--- config.mk ---
export PLATFORM = sky130hd
export DESIGN_NAME = mem_arbiter
export DESIGN_NICKNAME = d
export VERILOG_FILES = /design/src/rtl/mem_arbiter.sv
export SDC_FILE = /design/constraint.sdc
export NUM_CORES = 1
export LEC_CHECK = 0
export ABC_AREA = 1
export CORE_MARGIN = 10
export CORE_UTILIZATION = 44
export DETAILED_ROUTE_END_ITERATION = 8
export PLACE_DENSITY = 0.95
export SLEW_MARGIN = 20
export SYNTH_ARGS = -nofsm -noshare
export SYNTH_HDL_FRONTEND = slang
export SYNTH_SLANG_ARGS = --single-unit
export TNS_END_PERCENT = 5
--- constraint.sdc ---
create_clock -name clk -period 16 [get_ports clk]
set_clock_uncertainty 0.15 [all_clocks]
set_input_delay 4 -clock clk [delete_from_list [all_inputs] [get_ports clk]]
set_output_delay 4 -clock clk [all_outputs]
set_load 0.05 [all_outputs]
--- src/rtl/mem_arbiter.sv ---
// Two-port (fetch/data) arbiter in front of a single fixed-latency unified memory.
// Optional performance counters are built when MEM_ARBITER_PERF_EN is defined.
module mem_arbiter #(
  parameter int AWIDTH          = 32,
  parameter int DWIDTH          = 32,
  parameter int MEM_LATENCY     = 1,
  parameter int MAX_DATA_STREAK = 4
) (
  input  logic              clk,
  input  logic              rst,
  input  logic              if_req_i,
  input  logic [AWIDTH-1:0] if_addr_i,
  output logic              if_gnt_o,
  output logic              if_rvalid_o,
  output logic [DWIDTH-1:0] if_rdata_o,
  input  logic              d_req_i,
  input  logic              d_we_i,
  input  logic [AWIDTH-1:0] d_addr_i,
  input  logic [DWIDTH-1:0] d_wdata_i,
  input  logic [2:0]        d_funct3_i,
  output logic              d_gnt_o,
  output logic              d_rvalid_o,
  output logic [DWIDTH-1:0] d_rdata_o,
  output logic [AWIDTH-1:0] mem_addr_o,
  output logic [DWIDTH-1:0] mem_data_o,
  output logic              mem_read_en_o,
  output logic              mem_write_en_o,
  output logic [2:0]        mem_funct3_o,
  input  logic [DWIDTH-1:0] mem_data_i,
  output logic              busy_o,
  output logic [31:0]       perf_if_cnt_o,
  output logic [31:0]       perf_d_cnt_o,
  output logic [31:0]       perf_stall_cnt_o
);

  localparam logic [0:0] IDLE = 1'b0;
  localparam logic [0:0] WAIT = 1'b1;
  localparam logic [2:0] LAT_INIT   = 3'(MEM_LATENCY - 1);
  localparam logic [3:0] STREAK_MAX = 4'(MAX_DATA_STREAK);
  localparam logic [2:0] FUNCT3_WORD = 3'b010;

  logic [0:0]        state;
  logic [3:0]        streak;
  logic [2:0]        lat_cnt;
  logic [AWIDTH-1:0] cmd_addr;
  logic [DWIDTH-1:0] cmd_data;
  logic              cmd_we;
  logic [2:0]        cmd_funct3;
  logic              cmd_src_d;
  logic [DWIDTH-1:0] if_rdata_q;
  logic [DWIDTH-1:0] d_rdata_q;
  logic              if_rvalid_q;
  logic              d_rvalid_q;
  logic              in_idle;
  logic              fetch_wins;

  assign in_idle    = (state == IDLE);
  // Data has priority until it has starved a waiting fetch for STREAK_MAX grants.
  assign fetch_wins = if_req_i && ((streak == STREAK_MAX) || !d_req_i);
  assign if_gnt_o   = in_idle && fetch_wins;
  assign d_gnt_o    = in_idle && d_req_i && !fetch_wins;

  always_ff @(posedge clk or posedge rst) begin
    if (rst) begin
      state       <= IDLE;
      streak      <= '0;
      lat_cnt     <= '0;
      cmd_addr    <= '0;
      cmd_data    <= '0;
      cmd_we      <= 1'b0;
      cmd_funct3  <= '0;
      cmd_src_d   <= 1'b0;
      if_rdata_q  <= '0;
      d_rdata_q   <= '0;
      if_rvalid_q <= 1'b0;
      d_rvalid_q  <= 1'b0;
    end else begin
      if_rvalid_q <= 1'b0;
      d_rvalid_q  <= 1'b0;
      if (state == IDLE) begin
        if (if_gnt_o) begin
          cmd_addr   <= if_addr_i;
          cmd_data   <= '0;
          cmd_we     <= 1'b0;
          cmd_funct3 <= FUNCT3_WORD;
          cmd_src_d  <= 1'b0;
          streak     <= '0;
          lat_cnt    <= LAT_INIT;
          state      <= WAIT;
        end else if (d_gnt_o) begin
          cmd_addr   <= d_addr_i;
          cmd_data   <= d_wdata_i;
          cmd_we     <= d_we_i;
          cmd_funct3 <= d_funct3_i;
          cmd_src_d  <= 1'b1;
          if (!if_req_i) streak <= '0;
          else if (streak != STREAK_MAX) streak <= streak + 4'd1;
          lat_cnt    <= LAT_INIT;
          state      <= WAIT;
        end
      end else begin
        if (lat_cnt == 3'd0) begin
          state <= IDLE;
          if (cmd_src_d) begin
            d_rvalid_q <= 1'b1;
            if (!cmd_we) d_rdata_q <= mem_data_i;
          end else begin
            if_rvalid_q <= 1'b1;
            if_rdata_q  <= mem_data_i;
          end
        end else begin
          lat_cnt <= lat_cnt - 3'd1;
        end
      end
    end
  end

  assign busy_o         = !in_idle;
  assign mem_addr_o     = in_idle ? '0 : cmd_addr;
  assign mem_data_o     = in_idle ? '0 : cmd_data;
  assign mem_funct3_o   = in_idle ? FUNCT3_WORD : cmd_funct3;
  assign mem_read_en_o  = !in_idle && !cmd_we;
  // Stores are single-shot: the first WAIT cycle is the one still holding LAT_INIT.
  assign mem_write_en_o = !in_idle && cmd_we && (lat_cnt == LAT_INIT);
  assign if_rvalid_o    = if_rvalid_q;
  assign d_rvalid_o     = d_rvalid_q;
  assign if_rdata_o     = if_rdata_q;
  assign d_rdata_o      = d_rdata_q;

`ifdef MEM_ARBITER_PERF_EN
  logic [31:0] perf_if_q;
  logic [31:0] perf_d_q;
  logic [31:0] perf_stall_q;

  always_ff @(posedge clk or posedge rst) begin
    if (rst) begin
      perf_if_q    <= '0;
      perf_d_q     <= '0;
      perf_stall_q <= '0;
    end else begin
      if (if_gnt_o) perf_if_q <= perf_if_q + 32'd1;
      if (d_gnt_o) perf_d_q <= perf_d_q + 32'd1;
      if ((if_req_i || d_req_i) && !if_gnt_o && !d_gnt_o) perf_stall_q <= perf_stall_q + 32'd1;
    end
  end

  assign perf_if_cnt_o    = perf_if_q;
  assign perf_d_cnt_o     = perf_d_q;
  assign perf_stall_cnt_o = perf_stall_q;
`else
  assign perf_if_cnt_o    = '0;
  assign perf_d_cnt_o     = '0;
  assign perf_stall_cnt_o = '0;
`endif

endmodule

Word level (Yosys, flattened, before mapping)

Index checks and enable logic that the tools add are counted.

Flip-flop bits (word level): 143
Latch bits: 0
Memory bits (writable): 0
ROM bits: 0
Bits of input ports: 136
Word-level logic and storage cells: 71
Memories kept: 0

Add/subtract/negate cells: 2
$mul: 0
Div/mod/pow operators: 0
$lt $le $gt $ge: 0
Equal/unequal tests: 4
Shift operators: 0
Muxes and demuxes: 31
Bitwise gates (word level): 3
Reductions and logical operators: 19

Operators by type and width:

| cell                                                                | number |
|---|---|
| 32-bit two-way mux                                                  | 6 |
| 3-bit two-way mux                                                   | 7 |
| 4-bit two-way mux                                                   | 4 |
| 1-bit two-way mux                                                   | 14 |
| 1-bit logical AND                                                   | 7 |
| 3-bit AND reduction                                                 | 2 |
| 4-bit by 1-bit adder with 4-bit output (second input constant)      | 1 |
| 4-bit by 3-bit == test with 1-bit output (second input constant)    | 1 |
| 4-bit by 3-bit != test with 1-bit output (second input constant)    | 1 |
| 2-bit AND reduction                                                 | 2 |
| 4-bit AND reduction                                                 | 1 |
| 1-bit zero test                                                     | 3 |
| 3-bit zero test                                                     | 1 |
| 3-bit by 1-bit != test with 1-bit output (second input constant)    | 1 |
| 1-bit NOT                                                           | 3 |
| 3-bit nonzero test                                                  | 1 |
| 3-bit by 1-bit subtractor with 3-bit output (second input constant) | 1 |
| 2-bit != test (second input constant)                               | 1 |
| 2-bit nonzero test                                                  | 1 |
| 1-bit logical OR                                                    | 1 |

Depth between registers and ports, before layout

Gate-level depths: netlist of the first run.

Depth in word-level cells: 8
Depth in mapped cells: 10

Worst setup path before layout of the first run

Ideal clock, no wire load.

Kind: input port to output port
Start point: input d_req_i
End point: output if_gnt_o
Arrival time: 4735 ps
Required time: 11850 ps
Setup slack: 7115 ps
Stages: 4
Path buffers: 1
Cell sequence: nand2_1 nand2_4 buf_2 inv_1

Word-level cells in the longest chain between the ends: 4

Ends and longest elaborated chain:

| item               | RTL line | text |
|---|---|---|
| start: declaration | 16       | `input logic d_req_i,` |
| 1-bit zero test    | 59       | `assign fetch_wins = if_req_i && ((streak == STREAK_MAX) \|\| !d_req_i);` |
| 1-bit logical OR   | 59       |  |
| 1-bit logical AND  | 59       |  |
| 1-bit logical AND  | 60       | `assign if_gnt_o = in_idle && fetch_wins;` |
| end: declaration   | 13       | `output logic if_gnt_o,` |

Every way passes these cells.

Final worst setup path of the first run

Start point: input d_req_i
End point: output d_gnt_o

Word-level cells in the longest chain between the ends: 5

Ends and longest elaborated chain:

| item                  | RTL line | text |
|---|---|---|
| 1-bit zero test       | 59       |  |
| 1-bit logical OR      | 59       |  |
| 1-bit logical AND     | 59       |  |
| 1-bit zero test       | 61       | `assign d_gnt_o = in_idle && d_req_i && !fetch_wins;` |
| 1-bit logical AND (*) | 61       |  |
| end: declaration      | 21       | `output logic d_gnt_o,` |

Mark *: on every way between the ends. The rest lies on a longest branch, timed or not.

==> results.cfg, run 1 <==
[worst_setup_path]
cp-start-kind = input pin
crit_family = buffers and inverters
cp_data_required_time_ns = 11.85
critPathArrivalTime_ns = 7.24
crit_top_cell = clkdlybuf4s50_1
reg2reg_slack_ns = 13.00
critPathCaptureType = primary output
endpoint = d_gnt_o
r2r_start = streak[0]$_DFFE_PP0P_
timing.rr.end = cmd_data[17]$_DFFE_PP0P_
path_cells = clkdlybuf4s50_1 -> nand2_1 -> nand2_4 -> nand2_2 -> inv_4 -> clkdlybuf4s50_1
max_stage_delay_ns = 0.88
critPathLaunch = d_req_i
cp_slowest_cell = clkdlybuf4s50_1
path_class = input pin to primary output
cp.depth = 6
path_buf_inv = 3
rr_worst_depth = 9
crit_fanout = 36

[sta]
finalCriticalPeriod_ns = 11.39
hold_viol_final = 0
tightest_slew_ns = 1.11
setup_tns_ns = 0
slew_viol_final = 0
setup_violations = 0
fmaxAchievable_mhz = 87.8
fin_ws_ns = 4.61
rsz0062_at_grt = false
slew_headroom = 0.256
fin_crit_sh = 0.712

[floorplan]
placementRows = 47
dieArea_mm2 = 0.0223
die_h_um = 149
io_pins = 370
core-area_mm2 = 0.0165
start_util = 0.446
die_x_um = 149

[cells_and_area]
multiInputGateArea_mm2 = 0.00252
syn_to_final_growth_pct = 40.8
fillers = 1380
layout_common_cells = nand2_1 (312), clkdlybuf4s50_1 (273), inv_1 (177), dfrtp_1 (142), conb_1 (96)
drive_above_1_share = 0.0382
final_common_cell = nand2_1
nNetsFinal = 1358
seqCellArea_mm2 = 0.00358
antenna_cells = 0

[cts]
clock-sinks = 143
clk_pin_slew_ns = 0.06
cts-buffers-inserted = 17
cts_tree = built
cts_setup_buffers = 0
hold_buffers = 0
htree_num_levels = 4
clk_latency_ns = 0.41
clock_path_buffers = 2
clockRootBuffer = clkbuf_16
ctsResizeCount = 0

[synth]
synth_top_area_frac = 0.485
synth_seq_area_share = 0.485
syn_area_per_cell_um2 = 7.62
postSynthCellCount = 967
yosys.area.top_type = dfrtp_1
ys_types = 25
ys_ff_latch = 143
yosysWarnings = 0
synth_area_leaders = dfrtp_1 (49%), nand2_1 (16%), buf_4 (10%)
syn-cell-area_mm2 = 0.00737

[global_route]
antenna_found_initial = 1
gr-total-overflow = 0
grt.total_usage = 0.189
first_global_vias = 6489
grt_pass1_wl_um = 33700
grt_max_degree = 75

[placed_design]
dp_hpwl_um = 17000
dpl_worst_slack_ns = 4.62
portBuffers = 273
gp_congestion = 0.838

[power]
peakVddDrop_mv = 0.0971
total_power_mw = 1.67
power_leakage_nw = 5.69
p_per_area_mw_per_mm2 = 161

[routing]
vias_per_cell = 4.43
highest_layer = met4
drt-initial-drc-count = 371
routed_wl_um = 22400
drc = 0
wl_per_cell_um = 15.4
wl_met2_um = 12000
final_antenna_net_count = 0
drt_first_pass_iters = 4
via_count = 6433
met1Wirelength_um = 7970
wl_met3_um = 1770

[min_path]
hold_path_class = register to register
holdPathStages = 2

[status]
outcome = completed

[flow_run]
max_cap_viol_count = 0
[logic make-up (layout without fill, tap and decap cells)]
family	after synthesis	count (layout)	share of synthesized area
other	1	96	0.000509
adders and majority gates	4	4	0.00679
and+or+nand+nor	423	423	0.231
DFF	143	143	0.485
AOI/OAI and AO/OA	72	72	0.0509
buffers and inverters	322	491	0.223
xor gates and xnor gates	2	2	0.00238
[worst min path at each step]
stage                                        start                        to  slack [ns]
after floorplan            cmd_data[0]$_DFFE_PP0P_   cmd_data[0]$_DFFE_PP0P_        0.30
after detailed placement  cmd_addr[26]$_DFFE_PP0P_  cmd_addr[26]$_DFFE_PP0P_        0.32
after CTS                 cmd_addr[10]$_DFFE_PP0P_  cmd_addr[10]$_DFFE_PP0P_        0.33
after global routing      cmd_addr[23]$_DFFE_PP0P_  cmd_addr[23]$_DFFE_PP0P_        0.35
after global placement    cmd_data[22]$_DFFE_PP0P_  cmd_data[22]$_DFFE_PP0P_        0.31
final                     cmd_data[14]$_DFFE_PP0P_  cmd_data[14]$_DFFE_PP0P_        0.33
[flip-flops by register name, summed over array words and instances (netlist names)]
name,flops
cmd_funct3,3
d_rvalid_o,1
if_rvalid_o,1
d_rdata_o,32
cmd_src_d,1
cmd_we,1
cmd_addr,32
if_rdata_o,32
streak,4
lat_cnt,3
busy_o,1
cmd_data,32
[cell usage after synthesis]
library cell / count
conb_1: 1
inv_1: 178
nor2_4: 1
inv_2: 2
ha_1: 4
o21ai_0: 35
o21ai_4: 1
o22ai_1: 3
inv_4: 2
buf_1: 3
clkbuf_1: 10
buf_2: 22
buf_6: 3
nor4_1: 1
buf_4: 102
nand2_1: 312
dfrtp_1: 143
xor2_1: 2
nor2_1: 36
nand2_4: 1
nand4_1: 1
nand2_2: 1
nand3_1: 69
nand3b_1: 1
a21oi_1: 33
[final cells by class]
type                            count  area share
Clock buffer                       17      0.0410
Clock inverter                     15      0.0122
Inverter                          182      0.0668
Multi-Input combinational cell    597       0.242
Sequential cell                   143       0.345
Tap cell                          220      0.0265
Timing Repair Buffer              277       0.266
[worst reg2reg max path, stage by stage (launching register included)]
cell and delay, ns:
dfrtp_1 0.40, inv_1 0.07, ha_1 0.20, nand3_1 0.13, nand2_1 0.67, nand2_4 0.65
nand2_2 0.13, inv_4 0.31, nand2_1 0.13, nand2_1 0.08
[stage by stage]
stage | hold slack [ns] | instance area [um2] | cells | utilization
floorplan | 0.299 | 7730 | 1062 | -
global placement | 0.312 | 9820 | 1419 | 0.594
detailed placement | 0.315 | 9820 | 1419 | 0.594
CTS | 0.332 | 10400 | 1451 | 0.628
global route | 0.349 | 10400 | 1451 | 0.628
finish | 0.329 | 10400 | 1451 | 0.628
[power breakdown]
group	leakage (nW)	internal, mW	switching [mW]	total [mW]
logic	3.71	0.234	0.547	0.781
registers	1.72	0.462	0.0578	0.520
clock network	0.263	0.204	0.165	0.369
total	5.69	0.900	0.770	1.67
[per-layer routing]
metal / track usage / up-vias
met5: 0 / -
met4: 0.0785 / 0
met3: 0.0601 / 37
met2: 0.348 / 239
met1: 0.193 / 2992
li1: - / 3165
(Power assumes the default switching activity.)
==> run 2: changes to the inputs <==
--- a/config.mk
+++ b/config.mk
@@ -7,9 +7,9 @@
 export LEC_CHECK = 0
 export ABC_AREA = 1
 export CORE_MARGIN = 10
-export CORE_UTILIZATION = 44
+export CORE_UTILIZATION = 37
 export DETAILED_ROUTE_END_ITERATION = 8
-export PLACE_DENSITY = 0.95
+export PLACE_DENSITY = 0.9
 export SLEW_MARGIN = 20
 export SYNTH_ARGS = -nofsm -noshare
 export SYNTH_HDL_FRONTEND = slang
==> constraint.sdc (replaced) <==
create_clock -name clk -period 9.3 [get_ports clk]
set_clock_uncertainty 0.15 [all_clocks]
set_input_delay 2.325 -clock clk [delete_from_list [all_inputs] [get_ports clk]]
set_output_delay 2.325 -clock clk [all_outputs]
set_load 0.05 [all_outputs]
==> run 2 against run 1 <==
Via count grew 0.33%. Cell area grew 1.4%. Die area grew 16%. Power grew 78%. Combinational power grew 72%. Cell count grew 3.2%. Register-to-register slack lost 6.1 ns. Sequential cell count is the same.
==> results.cfg, run 2 (same netlist as run 1, synthesis figures left out) <==
[routing]
drt_first_pass_iters = 5
wl_per_cell_um = 15.0
drt-initial-drc-count = 501
final_antenna_net_count = 0
via_count = 6454
routed_wl_um = 22500
vias_per_cell = 4.31
drc = 0

[floorplan]
dieArea_mm2 = 0.0260
die_h_um = 161
core-area_mm2 = 0.0195
start_util = 0.378
placementRows = 51
die_x_um = 161
io_pins = 370

[worst_setup_path]
critPathCaptureType = primary output
critPathArrivalTime_ns = 4.94
path_class = input pin to primary output
cp-start-kind = input pin
crit_fanout = 36
cp_data_required_time_ns = 6.83

[cells_and_area]
layout_common_cells = nand2_1 (312), clkdlybuf4s50_1 (273), inv_1 (177), dfrtp_1 (142), conb_1 (96)
syn_to_final_growth_pct = 42.8
seqCellArea_mm2 = 0.00358
fin_area_mm2 = 0.0105
final_common_cell = nand2_1
drive_above_1_share = 0.0381
multiInputGateArea_mm2 = 0.00252
nNetsFinal = 1359
fillers = 1778

[sta]
slew_viol_final = 0
fmaxAchievable_mhz = 135
setup_violations = 0
tightest_slew_ns = 0.769
rsz0062_at_grt = false
fin_crit_sh = 0.797
finalCriticalPeriod_ns = 7.41
setup_tns_ns = 0
fin_ws_ns = 1.89
hold_viol_final = 0
slew_headroom = 0.487

[power]
p_int_mw = 1.65
clockPowerShare = 0.248
peakVddDrop_mv = 0.109
p_comb_frac = 0.453
p_switching_mw = 1.31
swShare = 0.442
power_leakage_nw = 5.74
p_per_area_mw_per_mm2 = 282
power_frac_seq = 0.299

[min_path]
hold_path_class = register to register

[placed_design]
dpl_worst_slack_ns = 1.89
portBuffers = 273
post_dp_cell_area_mm2 = 0.00988
dp_hpwl_um = 17300
gp_congestion = 0.865

[cts]
cts-buffers-inserted = 17
cts_tree = built
hold_buffers = 0
clk_pin_slew_ns = 0.06
htree_num_levels = 4
clk_latency_ns = 0.40
clock_path_buffers = 2
ctsResizeCount = 0
cts_setup_buffers = 0
clockRootBuffer = clkbuf_16
clock-sinks = 143

[global_route]
grt_pass1_wl_um = 35400
first_global_vias = 6586
grt_max_degree = 79
grt.total_usage = 0.169
gr-total-overflow = 0
antenna_found_initial = 1

[flow_run]
max_cap_viol_count = 0

[status]
outcome = completed
run 2: cell types whose count changed in the layout (fill, tap and decap cells not counted), sizes merged:
cell,before,now
diode,0,1
clkbuf,17,18
inv,191,189
clkinvlp,4,1
buf,4,5
bufinv,0,4
run 2: through the flow:
step / power, mW / std cells / hold slack [ns] / utilization
after floorplan: 1.81 / 1062 / 0.299 / -
after global placement: 2.22 / 1465 / 0.312 / 0.506
after detailed placement: 2.25 / 1465 / 0.316 / 0.506
after CTS: 3.00 / 1497 / 0.331 / 0.538
after global routing: 3.11 / 1497 / 0.352 / 0.539
final: 2.97 / 1498 / 0.330 / 0.539
run 2: power groups by stage:
| stage | combinational [mW] | clock (mW) | sequential (mW) |
|---|---|---|---|
| after floorplan | 0.521 | 0 | 1.29 |
| after global placement | 1.33 | 0 | 0.889 |
| after detailed placement | 1.35 | 0 | 0.897 |
| after CTS | 1.36 | 0.752 | 0.888 |
| after global routing | 1.42 | 0.784 | 0.911 |
| final | 1.34 | 0.734 | 0.887 |
run 2: cell type report:
class	count	area share
Antenna cell	1	0.000238
Clock buffer	18	0.0408
Clock inverter	14	0.0191
Inverter	182	0.0658
Multi-Input combinational cell	597	0.239
Sequential cell	143	0.340
Tap cell	265	0.0315
Timing Repair Buffer	278	0.263
run 2: layer usage:
metal  part of all wire  global-route usage  wire (um)  up-vias
met1               0.38               0.180       8500     2981
met5                  0                   0          0        -
li1                   -                   -          -     3178
met3              0.076              0.0580       1710       32
met4              0.025              0.0604        570        0
met2               0.52               0.304      11700      263
run 2: critical path, cell delays in order:
cell and delay, ns:
clkdlybuf4s50_1 0.49, nand2_1 0.12, inv_2 0.22, nand2_4 0.40, nand2_2 0.12, inv_4 0.32
clkdlybuf4s50_1 0.90
run 2: worst paths after layout:
| kind | to | cells past startpoint | slack, ns | start |
|---|---|---|---|---|
| max reg2reg | d_rdata_o[10]$_DFFE_PP0P_ | 6 | 6.93 | busy_o$_DFF_PP0_ |
| min | cmd_data[19]$_DFFE_PP0P_ | 2 | 0.33 | cmd_data[19]$_DFFE_PP0P_ |
| max | d_gnt_o | 7 | 1.89 | if_req_i |
| min reg2reg | cmd_data[19]$_DFFE_PP0P_ | 2 | 0.33 | cmd_data[19]$_DFFE_PP0P_ |
| min in group asynchronous | if_rdata_o[23]$_DFFE_PP0P_ | 2 | 2.23 | rst |
| max in group asynchronous | busy_o$_DFF_PP0_ | 3 | 5.57 | rst |
==> run 3: changes to the inputs <==
--- a/config.mk
+++ b/config.mk
@@ -7,9 +7,9 @@
 export LEC_CHECK = 0
 export ABC_AREA = 1
 export CORE_MARGIN = 10
-export CORE_UTILIZATION = 37
+export CORE_UTILIZATION = 41
 export DETAILED_ROUTE_END_ITERATION = 8
-export PLACE_DENSITY = 0.9
+export PLACE_DENSITY = 0.94
 export SLEW_MARGIN = 20
 export SYNTH_ARGS = -nofsm -noshare
 export SYNTH_HDL_FRONTEND = slang
==> constraint.sdc (replaced) <==
create_clock -name clk -period 7.3 [get_ports clk]
set_clock_uncertainty 0.15 [all_clocks]
set_input_delay 1.825 -clock clk [delete_from_list [all_inputs] [get_ports clk]]
set_output_delay 1.825 -clock clk [all_outputs]
set_load 0.05 [all_outputs]
==> run 3 against run 2 <==
Combinational power is 28% higher. Non-clock buffer count is 3 higher. Power is 25% higher. Clock power is 16% higher. Global-route usage is 1.2 points higher. Via count hardly changed. Wire length is 1.7% lower. Sequential share of layout area is 0.31 points higher. Critical path depth is 1 lower. Core utilization is 5.8 points higher. Worst hold slack worse by 0.0014 ns. Largest cell class unchanged.
==> results.cfg, run 3 (same netlist as run 1, synthesis figures left out) <==
[status]
outcome = completed

[sta]
tightest_slew_ns = 0.777
hold_viol_final = 0
finalCriticalPeriod_ns = 6.19
slew_viol_final = 0
setup_violations = 0
setup_tns_ns = 0
rsz0062_at_grt = false
slew_headroom = 0.482
fmaxAchievable_mhz = 161
fin_crit_sh = 0.849

[global_route]
first_global_vias = 6601
grt.total_usage = 0.181
gr-total-overflow = 0
grt_pass1_wl_um = 35000
grt_max_degree = 83
antenna_found_initial = 0

[routing]
wl_per_cell_um = 15.1
drt_first_pass_iters = 5
final_antenna_net_count = 0
routed_wl_um = 22100
vias_per_cell = 4.42
drt-initial-drc-count = 347
via_count = 6460
drc = 0

[min_path]
worstHoldStart = cmd_data[19]$_DFFE_PP0P_
hold_path_class = register to register

[cells_and_area]
fin_area_mm2 = 0.0104
antenna_cells = 0
fin_util = 0.597
layout_common_cells = nand2_1 (312), clkdlybuf4s50_1 (273), inv_1 (177), dfrtp_1 (142), conb_1 (96)
syn_to_final_growth_pct = 41.5
drive_above_1_share = 0.0413
nNetsFinal = 1362
final_common_cell = nand2_1
fillers = 1480

[cts]
clk_latency_ns = 0.41
cts_setup_buffers = 0
ctsResizeCount = 0
cts-buffers-inserted = 17
clockRootBuffer = clkbuf_16
clock_path_buffers = 2
clk_pin_slew_ns = 0.06
cts_tree = built
clock-sinks = 143
htree_num_levels = 4
hold_buffers = 0

[flow_run]
max_cap_viol_count = 0

[worst_setup_path]
critPathCaptureType = primary output
cp_data_required_time_ns = 5.33
r2r_start = busy_o$_DFF_PP0_
path_class = input pin to primary output
critPathLaunch = d_req_i
crit_fanout = 36
critPathArrivalTime_ns = 4.22
cp-start-kind = input pin

[placed_design]
post_dp_cell_area_mm2 = 0.00986
portBuffers = 273
gp_congestion = 0.820
dp_hpwl_um = 17000

[floorplan]
die_x_um = 154
core-area_mm2 = 0.0175
placementRows = 48
die_h_um = 154
start_util = 0.422
io_pins = 370
dieArea_mm2 = 0.0237

[power]
power_leakage_nw = 5.73
peakVddDrop_mv = 0.307
p_per_area_mw_per_mm2 = 354
==> run 3: critical path, cell delays in order <==
cell             delay [ns]
clkdlybuf4s50_1        0.56
nand2_1                0.14
nand2_4                0.32
nand2_2                0.13
inv_4                  0.32
clkdlybuf4s50_1        0.89
==> run 3: through the flow <==
step / setup slack [ns] / hold slack (ns) / cells / total power [mW]
5_1_grt: 0.979 / 0.344 / 1460 / 3.88
2_1_floorplan: 1.49 / 0.299 / 1062 / 2.31
4_1_cts: 1.11 / 0.332 / 1460 / 3.74
3_3_place_gp: 1.14 / 0.311 / 1428 / 2.83
6_report: 1.11 / 0.328 / 1460 / 3.70
3_5_place_dp: 1.11 / 0.315 / 1428 / 2.87
==> run 3: path summary, 6_finish.rpt <==
| check | to | cells after the start | slack (ns) |
|---|---|---|---|
| min reg2reg | cmd_data[19]$_DFFE_PP0P_ | 2 | 0.33 |
| max reg2reg | d_rdata_o[16]$_DFFE_PP0P_ | 6 | 4.89 |
| max | d_gnt_o | 6 | 1.11 |
| max in group asynchronous | d_rdata_o[22]$_DFFE_PP0P_ | 3 | 3.91 |
| min in group asynchronous | d_rdata_o[8]$_DFFE_PP0P_ | 2 | 1.77 |
| min | cmd_data[19]$_DFFE_PP0P_ | 2 | 0.33 |
==> run 3: final cells by class <==
| cell class | instances | area, um2 | area share |
|---|---|---|---|
| multi-input cells | 597 | 2510 | 0.240 |
| inverters | 182 | 693 | 0.0664 |
| flip-flops and latches | 143 | 3580 | 0.343 |
| clock inverters | 15 | 151 | 0.0145 |
| repair buffers | 281 | 2790 | 0.268 |
| well taps | 225 | 282 | 0.0270 |
| clock buffers | 17 | 425 | 0.0408 |
==> run 3: per-layer routing <==
layer | share of wire | track usage | vias to the layer above
met4 | 0.021 | 0.0670 | 0
li1 | - | - | 3181
met3 | 0.080 | 0.0605 | 30
met2 | 0.54 | 0.330 | 232
met1 | 0.36 | 0.188 | 3017
met5 | 0 | 0 | -
==> run 3: where the power goes <==
| part | switching (mW) | total [mW] | internal, mW |
|---|---|---|---|
| combinational | 1.20 | 1.71 | 0.516 |
| clock | 0.367 | 0.848 | 0.482 |
| sequential | 0.121 | 1.13 | 1.01 |
